`src/rtl/instr_fetch_queue.sv`:
```
// Instruction fetch queue: issues sequential word fetches, buffers in-order responses
// in a DEPTH-entry FIFO for decode, and discards stale responses after a redirect.
// Optional build macro IFQ_SYSCALL_HALT_EN: stop fetching after a syscall word is queued.
module instr_fetch_queue #(
    parameter int          DEPTH    = 4,
    parameter int          ADDR_W   = 10,
    parameter logic [31:0] RESET_PC = 32'd0
) (
    input  logic              clk,
    input  logic              rst_n,
    output logic              imem_req,
    output logic [ADDR_W-1:0] imem_addr,
    input  logic              imem_gnt,
    input  logic              imem_rvalid,
    input  logic [31:0]       imem_rdata,
    output logic              if_valid,
    output logic [31:0]       if_instr,
    output logic [31:0]       if_pc_next,
    input  logic              id_ready,
    input  logic              redirect_valid,
    input  logic [31:0]       redirect_pc,
    output logic              halted
);

    localparam int PTR_W = $clog2(DEPTH);
    localparam int CNT_W = PTR_W + 1;

    // Handshakes: a transfer happens on a rising edge where valid (imem_req / if_valid)
    // and ready (imem_gnt / id_ready) are both high; valid never waits on ready.
    logic [31:0]      fetch_pc;
    logic [CNT_W-1:0] out_cnt;
    logic [CNT_W-1:0] drop_cnt;
    logic [CNT_W-1:0] occ;
    logic [PTR_W-1:0] rd_ptr;
    logic [PTR_W-1:0] wr_ptr;
    logic             halt_q;
    logic [31:0]      instr_q [DEPTH];
    logic [31:0]      pcn_q   [DEPTH];

    logic [CNT_W:0]   inflight;
    logic             grant;
    logic             retire;
    logic             push;
    logic             pop;
    logic             halt_set;
    logic [31:0]      resp_pc;
    logic [CNT_W-1:0] out_cnt_nxt;

    assign inflight = {1'b0, out_cnt} + {1'b0, occ};
    // rst_n gate keeps the request low while the counters sit in reset.
    assign imem_req = rst_n && !halt_q && !redirect_valid
                      && (inflight < (CNT_W+1)'(DEPTH));
    assign imem_addr = fetch_pc[ADDR_W-1:0];

    assign grant  = imem_req && imem_gnt;
    assign retire = imem_rvalid && (out_cnt != '0);
    assign push   = retire && (drop_cnt == '0) && !redirect_valid;
    assign pop    = if_valid && id_ready && !redirect_valid;

    // With nothing owed to the discard counter, every outstanding request is part of
    // the current sequential run ending at fetch_pc-1, so the oldest is fetch_pc-out_cnt.
    assign resp_pc = fetch_pc - 32'(out_cnt);

    assign out_cnt_nxt = out_cnt + CNT_W'(grant) - CNT_W'(retire);

`ifdef IFQ_SYSCALL_HALT_EN
    logic is_syscall;
    assign is_syscall = (imem_rdata[31:26] == 6'b000000) && (imem_rdata[5:0] == 6'b001100);
    assign halt_set   = push && is_syscall && !halt_q;
`else
    assign halt_set = 1'b0;
`endif

    always_ff @(posedge clk or negedge rst_n) begin
        if (!rst_n) begin
            fetch_pc <= RESET_PC;
            out_cnt  <= '0;
            drop_cnt <= '0;
            occ      <= '0;
            rd_ptr   <= '0;
            wr_ptr   <= '0;
            halt_q   <= 1'b0;
        end else begin
            out_cnt <= out_cnt_nxt;
            if (redirect_valid) begin
                fetch_pc <= redirect_pc;
                drop_cnt <= out_cnt_nxt;
                occ      <= '0;
                rd_ptr   <= '0;
                wr_ptr   <= '0;
                halt_q   <= 1'b0;
            end else begin
                if (grant)
                    fetch_pc <= fetch_pc + 32'd1;
                // A halt abandons every word still owed, including one granted this edge.
                if (halt_set)
                    drop_cnt <= out_cnt_nxt;
                else if (retire && (drop_cnt != '0))
                    drop_cnt <= drop_cnt - CNT_W'(1);
                if (push)
                    wr_ptr <= wr_ptr + PTR_W'(1);
                if (pop)
                    rd_ptr <= rd_ptr + PTR_W'(1);
                occ <= occ + CNT_W'(push) - CNT_W'(pop);
                if (halt_set)
                    halt_q <= 1'b1;
            end
        end
    end

    always_ff @(posedge clk) begin
        if (push) begin
            instr_q[wr_ptr] <= imem_rdata;
            pcn_q[wr_ptr]   <= resp_pc + 32'd1;
        end
    end

    assign if_valid   = (occ != '0);
    assign if_instr   = instr_q[rd_ptr];
    assign if_pc_next = pcn_q[rd_ptr];
    assign halted     = halt_q;

endmodule

```
`config.mk`:
```
export PLATFORM = sky130hd
export DESIGN_NAME = instr_fetch_queue
export DESIGN_NICKNAME = d
export VERILOG_FILES = /design/src/rtl/instr_fetch_queue.sv
export SDC_FILE = /design/constraint.sdc
export NUM_CORES = 1
export LEC_CHECK = 0
export ABC_AREA = 0
export BUFFER_PORTS_ARGS = -buffer_cell sky130_fd_sc_hd__buf_2
export CAP_MARGIN = 20
export CORE_MARGIN = 5
export CORE_UTILIZATION = 25
export CTS_BUF_LIST = sky130_fd_sc_hd__clkbuf_8 sky130_fd_sc_hd__clkbuf_16
export CTS_CLUSTER_DIAMETER = 50
export CTS_CLUSTER_SIZE = 12
export DETAILED_ROUTE_END_ITERATION = 10
export GPL_TIMING_DRIVEN = 0
export PLACE_DENSITY_LB_ADDON = 0.1
export SETUP_SLACK_MARGIN = 0.1
export SYNTH_ARGS = -nofsm -noshare
export SYNTH_HDL_FRONTEND = slang
export SYNTH_SLANG_ARGS = --single-unit
export TNS_END_PERCENT = 1
```
`constraint.sdc`:
```
create_clock -name clk -period 4 [get_ports clk]
set_input_delay 0.2 -clock clk [delete_from_list [all_inputs] [get_ports clk]]
set_output_delay 0.2 -clock clk [all_outputs]
set_load 0.01 [all_outputs]
```
==> results of run 1 <==
-- cells by family (layout without fill, tap and decap cells) --
group	Yosys count	after routing	synth area share
fa+ha+maj	76	76	0.07003
mux	67	67	0.1059
other cells	1	1	0.0002698
buf+inv	97	391	0.02998
simple gates	162	162	0.05671
flops	301	301	0.6341
xor+xnor	42	42	0.02646
compound gates	168	168	0.07661
-- synthesized netlist by cell type, types with 3 or more instances --
cell / number / share of area
edfxtp_1: 256 / 0.55
ha_1: 73 / 0.066
mux4_2: 64 / 0.10
nand2_1: 58 / 0.016
a21oi_1: 51 / 0.018
inv_1: 51 / 0.014
dfrtp_1: 45 / 0.081
o21ai_0: 43 / 0.015
nor2_1: 29 / 0.0078
xnor2_1: 29 / 0.018
clkbuf_1: 19 / 0.0051
nand3_1: 18 / 0.0065
a21o_1: 15 / 0.0081
and3_1: 13 / 0.0059
xor2_1: 13 / 0.0082
buf_4: 12 / 0.0065
nand4_1: 11 / 0.0050
buf_1: 10 / 0.0027
a31oi_1: 8 / 0.0036
nor3_1: 8 / 0.0029
a221o_1: 6 / 0.0043
and2_1: 6 / 0.0027
o211ai_1: 5 / 0.0027
a211oi_1: 4 / 0.0022
a32oi_1: 4 / 0.0025
buf_2: 4 / 0.0014
nor2b_1: 4 / 0.0018
o21bai_1: 4 / 0.0022
o311ai_1: 4 / 0.0025
fa_1: 3 / 0.0043
mux2i_1: 3 / 0.0022
o21a_1: 3 / 0.0016
o31ai_1: 3 / 0.0016
or3_1: 3 / 0.0014
-- where the power goes --
part           total [mW]  switching [mW]  internal, mW
clock                3.73            1.51          2.22
combinational        2.99            1.73          1.26
sequential           4.03           0.155          3.87
-- path summary, 6_finish.rpt --
path                            cells after the start      endpoint          from
worst max-delay path                               17   drop_cnt[2]         rst_n
worst min-delay path                                2  fetch_pc[30]         rst_n
worst max register to register                     15   drop_cnt[2]    out_cnt[2]
worst min register to register                      2  fetch_pc[31]  fetch_pc[31]
max in group asynchronous                           3   fetch_pc[3]         rst_n
min in group clk                                    5   drop_cnt[0]   imem_rvalid
-- timing repair --
action	in CTS	in global routing
endpoints found under the setup margin	5	17
hold endpoints to repair	180	0
gates resized for setup	1	7
hold buffers	67	0
-- critical path, cell delays in order --
cell	delay, ns
dlygate4sd3_1	0.52
clkbuf_4	0.35
buf_12	0.25
or4b_1	0.47
a311oi_2	0.42
and2_1	0.19
buf_4	0.13
inv_4	0.10
ha_1	0.29
inv_1	0.06
ha_1	0.13
inv_1	0.05
fa_1	0.38
xnor2_1	0.20
xnor2_1	0.16
nand2_1	0.07
o21ai_0	0.10
-- metrics by stage --
stage	instance area (um2)	setup slack, ns	hold WS [ns]	utilization
floorplan	13900	0.5017	-0.09559	-
global placement	15560	-0.9135	0.4092	0.2825
detailed placement	15700	-0.2705	0.2445	0.2850
CTS	17790	0.1022	0.1354	0.3228
global route	17830	0.1334	0.1185	0.3236
finish	17830	0.3843	0.1188	0.3236
-- registers in the layout, summed over array words and instances (netlist names) --
register	count
drop_cnt	3
fetch_pc	32
instr_q	128
occ	3
out_cnt	3
pcn_q	128
rd_ptr	2
wr_ptr	2
-- cell usage in the layout, fill, tap and decap left out, types with 28 or more instances in the layout --
master,synthesis,final
mux4_2,64,64
inv_1,51,57
dfrtp_1,45,45
clkbuf_16,0,45
nand2_1,58,58
nor2_1,29,29
a21oi_1,51,50
xnor2_1,29,28
o21ai_0,43,43
ha_1,73,73
dlygate4sd3_1,0,67
buf_2,4,148
edfxtp_1,256,256
-- area by class of cell --
class	instances	area, um2	area share
Clock buffer	45	1126	0.06317
Clock inverter	33	290.3	0.01628
Inverter	52	197.7	0.01109
Tap cell	748	935.9	0.05250
Sequential cell	301	8813	0.4944
Buffer	44	215.2	0.01207
Multi-Input combinational cell	516	4718	0.2647
Timing Repair Buffer	217	1529	0.08577
-- metal layers --
metal  wire length, um  share of wire  vias up
li1                  -              -     4060
met5                 0              0        -
met1             16430           0.45     4115
met2             17900           0.49      174
met4               917          0.025        0
met3              1363          0.037       53
==> flow_summary.yaml, run 1 <==
status:
  outcome: "finished clean"
yosys:
  ys_seq_area_frac: 0.6341
  synth_seq_cells: 301
  syn_inst: 914
  syn-cell-area_um2: 13900
  synthFlopType: "edfxtp_1"
  syn_area_per_cell_um2: 15.21
  yosys_warnings: 0
  synth-edff-count: 256
  synth_async_sr_flop_share: 0.1495
  synth.distinct_cells: 59
  syn-num-nets: 1060
global_routing:
  use_met2: 0.2067
  grt_pass1_wl_um: 56640
  antenna_found_initial: 0
  top_usage_layer: "met2"
  grt_pass1_vias: 9221
  grt_overflow: 0
  gr-usage-met1: 0.1581
  track_usage: 0.1220
  grt_max_degree: 48
  globalRouteMet3Util: 0.02565
sta:
  fin_tns_setup_ns: 0
  fmax_mhz: 276.6
  finalCritPeriodShare: 0.9039
  skew_ns: 0.01792
  rsz0062_at_grt: "no"
  tightestPinTransition_ns: 0.9754
  slew_viol_final: 0
  finalHoldViolCount: 0
  min_period_ns: 3.616
  relSlewSlack: 0.3497
  setup_viol: 0
drt:
  drc: 0
  drt_pass1_iterations: 4
  vias_per_cell: 4.296
  wl_per_cell_um: 18.72
  finalWirelength_um: 36610
  ant_nets: 0
  drt-initial-drc-count: 420
  vias: 8402
min_path:
  hold_class: "in2async"
placed_design:
  io_buffers: 145
  dp_hpwl_um: 25490
  gp_congestion: 0.7362
  dp.cells: 1812
run:
  max_cap_viol_count: 0
layout:
  syn_to_final_growth_pct: 28.25
  final_cells: 1956
  n_fill_cell: 5571
  finalNetCount: 1321
  layout-drive-gt1-share: 0.2616
  diodes: 0
power_and_ir_drop:
  powerDensity_nw_per_um2: 602.9
  p_total_mw: 10.75
  peakVddDrop_v: 0.0002556
  p_leak_nw: 6.634
clock_network:
  tritoncts: "yes"
  post-cts-setup-buffer-count: 0
  cts.clk_slew.worst_paths_ns: 0.05
  clockBufferDepth: 3
  cts_num_sinks: 301
  clock_latency_ns: 0.56
  cts_max_level: 2
  clockRootBuffer: "clkbuf_16"
  cts_buffers: 43
floorplan:
  core-area_um2: 55090
  die_h_um: 245.8
  die_w_um: 245.8
  dieArea_um2: 60410
  core.rowCount: 86
  pin_count: 147
  start_util: 0.2523
worst_setup_path:
  critical_path_class: "in2reg"
  start_kind: "primary input"
  cp.arrival_ns: 4.09
  r2r_setup_slack_ns: 0.39
  path_max_fanout: 27
  worstPathRequired_ns: 4.47
  cp-end-kind: "flop"
No activity file was read; power rests on OpenSTA's default activity.
==> inputs of run 2 (changes only) <==
--- a/config.mk
+++ b/config.mk
@@ -8,14 +8,12 @@
 export ABC_AREA = 0
 export BUFFER_PORTS_ARGS = -buffer_cell sky130_fd_sc_hd__buf_2
 export CAP_MARGIN = 20
-export CORE_MARGIN = 5
 export CORE_UTILIZATION = 25
 export CTS_BUF_LIST = sky130_fd_sc_hd__clkbuf_8 sky130_fd_sc_hd__clkbuf_16
 export CTS_CLUSTER_DIAMETER = 50
 export CTS_CLUSTER_SIZE = 12
 export DETAILED_ROUTE_END_ITERATION = 10
 export GPL_TIMING_DRIVEN = 0
-export PLACE_DENSITY_LB_ADDON = 0.1
 export SETUP_SLACK_MARGIN = 0.1
 export SYNTH_ARGS = -nofsm -noshare
 export SYNTH_HDL_FRONTEND = slang
==> flow_summary.yaml, run 2 (synthesis results as in run 1) <==
clock_network:
  cts_num_sinks: 301
  clockRootBuffer: "clkbuf_16"
  cts_max_level: 2
  cts.clk_slew.worst_paths_ns: 0.06
  clock_latency_ns: 0.52
  tritoncts: "yes"
  cts_buffers: 36
  post-cts-setup-buffer-count: 0
  clockBufferDepth: 3
layout:
  final_area_um2: 17440
  multiInputGateArea_um2: 4686
  layout-drive-gt1-share: 0.2475
  final_util: 0.3171
  final_common_cell: "edfxtp_1"
  n_fill_cell: 5462
  syn_to_final_growth_pct: 25.45
  reg_top3: "instr_q x128, pcn_q x128, fetch_pc x32"
  finalNetCount: 1313
  mostFrequentLayoutCells: "edfxtp_1 (256), buf_2 (149), ha_1 (73), dlygate4sd3_1 (65), mux4_2 (64)"
  regArea_um2: 8813
  final_cells: 1933
power_and_ir_drop:
  power_frac_comb: 0.295
  seq_power_share: 0.405
  sw_frac_of_total: 0.3079
  power_frac_clock: 0.300
  p_leak_nw: 6.433
  internal_power_mw: 6.865
  powerDensity_nw_per_um2: 568.9
  peakVddDrop_v: 0.0002401
  p_switching_mw: 3.054
sta:
  worst_slack_ns: 0.3991
  setup_viol: 0
  slew_viol_final: 0
  finalHoldViolCount: 0
  skew_ns: 0.01046
  fmax_mhz: 277.7
  min_period_ns: 3.601
  rsz0062_at_grt: "no"
  relSlewSlack: 0.3827
  tightestPinTransition_ns: 0.9260
  finalCritPeriodShare: 0.9002
  whs_ns: 0.06617
worst_setup_path:
  cp.arrival_ns: 3.89
  cp_top_family: "compound AO/OA/AOI/OAI gates"
  worstPathRequired_ns: 4.29
  cpMaxStageDelayCell: "dfrtp_1"
  path_cells: "inv_1, ha_1, inv_1, ha_1, fa_1, a211o_1, a21oi_1, a21boi_1, a31o_2, a21oi_1, o21ai_0, xor2_1"
  critical_path_class: "reg2reg"
  path_max_fanout: 6
  start_kind: "flop"
  cp-end-kind: "flop"
  cpPeakStageDelay_ns: 0.46
  crit_buf_inv: 2
min_path:
  hold_class: "in2reg"
global_routing:
  grt_overflow: 0
  track_usage: 0.1175
  antenna_found_initial: 2
  grt_pass1_wl_um: 51140
  grt_pass1_vias: 8885
  grt_max_degree: 53
floorplan:
  start_util: 0.2528
  dieArea_um2: 56540
  die_h_um: 237.8
  core-area_um2: 54990
  pin_count: 147
  die_w_um: 237.8
  core.rowCount: 86
placed_design:
  dp_hpwl_um: 23270
  gp_congestion: 0.8448
  dp.cells: 1812
  io_buffers: 145
  placed_area_um2: 15700
  pre_cts_slack_ns: 0.01217
status:
  outcome: "finished, violations left"
  violations: "design-rule violations"
drt:
  ant_nets: 0
  vias: 8452
  vias_per_cell: 4.372
  finalWirelength_um: 33130
  drt-initial-drc-count: 416
  wl_per_cell_um: 17.14
  drc: 2
  drt_pass1_iterations: 8
run:
  max_cap_viol_count: 0
run 2: changes by cell type in the layout (fill, tap and decap cells not counted), moves of 2 or more:
cell           before  now
clkinv_4            4    6
dlygate4sd3_1      67   65
clkinv_2            5    2
clkbuf_16          45   37
inv_8               5    0
inv_1              57   55
inv_6               6    1
run 2: worst paths after layout:
kind / cells past startpoint / slack, ns / from / to
hold reg to reg: 2 / 0.59 / fetch_pc[31] / fetch_pc[31]
hold / removal: 4 / 0.07 / id_ready / rd_ptr[1]
max in group asynchronous: 3 / 3.29 / rst_n / fetch_pc[15]
setup reg to reg: 12 / 0.40 / fetch_pc[1] / pcn_q[2][27]
setup / recovery: 12 / 0.40 / fetch_pc[1] / pcn_q[2][27]
min in group asynchronous: 2 / 0.18 / rst_n / fetch_pc[3]
run 2: power by group through the flow:
stage	Combinational [mW]	Sequential (mW)	Clock (mW)
after detailed placement	2.92	4.08	0
after global placement	2.83	4.08	0
after CTS	2.98	4.02	3.07
final	2.93	4.02	2.97
after global routing	3.27	4.04	3.17
after floorplan	1.98	4.03	0
run 2: area by class of cell:
cell class                 count  share of cell area
tap                          748             0.05367
sequential                   301              0.5055
antenna                        1           0.0001435
inverter                      52             0.01134
timing repair buffer         216             0.08726
buffer                        44             0.01234
clock buffer                  37             0.05310
clock inverter                18            0.007965
multi-input combinational    516              0.2687
run 2: worst reg2reg max path, cell delays in order (launching register included):
cell      delay, ns
dfrtp_1        0.46
inv_1          0.08
ha_1           0.28
inv_1          0.04
ha_1           0.23
fa_1           0.43
a211o_1        0.30
a21oi_1        0.19
a21boi_1       0.20
a31o_2         0.34
a21oi_1        0.32
o21ai_0        0.18
xor2_1         0.34
run 2: through the flow:
step                      total power [mW]  TNS (ns)
after floorplan                      6.016         0
after global placement               6.910   -147.36
after detailed placement             6.996         0
after CTS                            10.06         0
after global routing                 10.48         0
final                                9.919         0
run 2: metal layers:
layer,global-route usage,up-vias,routed length (um)
met1,0.1479,4191,14750
li1,-,4020,-
met3,0.02636,48,1702
met2,0.1987,191,15790
met4,0.03910,2,872
met5,0,-,10
run 2: repair_timing:
item / 4_1_cts / 5_1_grt
hold buffers: 65 / 0
endpoints found under the setup margin: 1 / 4
hold endpoints to repair: 204 / 0
gates resized for setup: 0 / 2
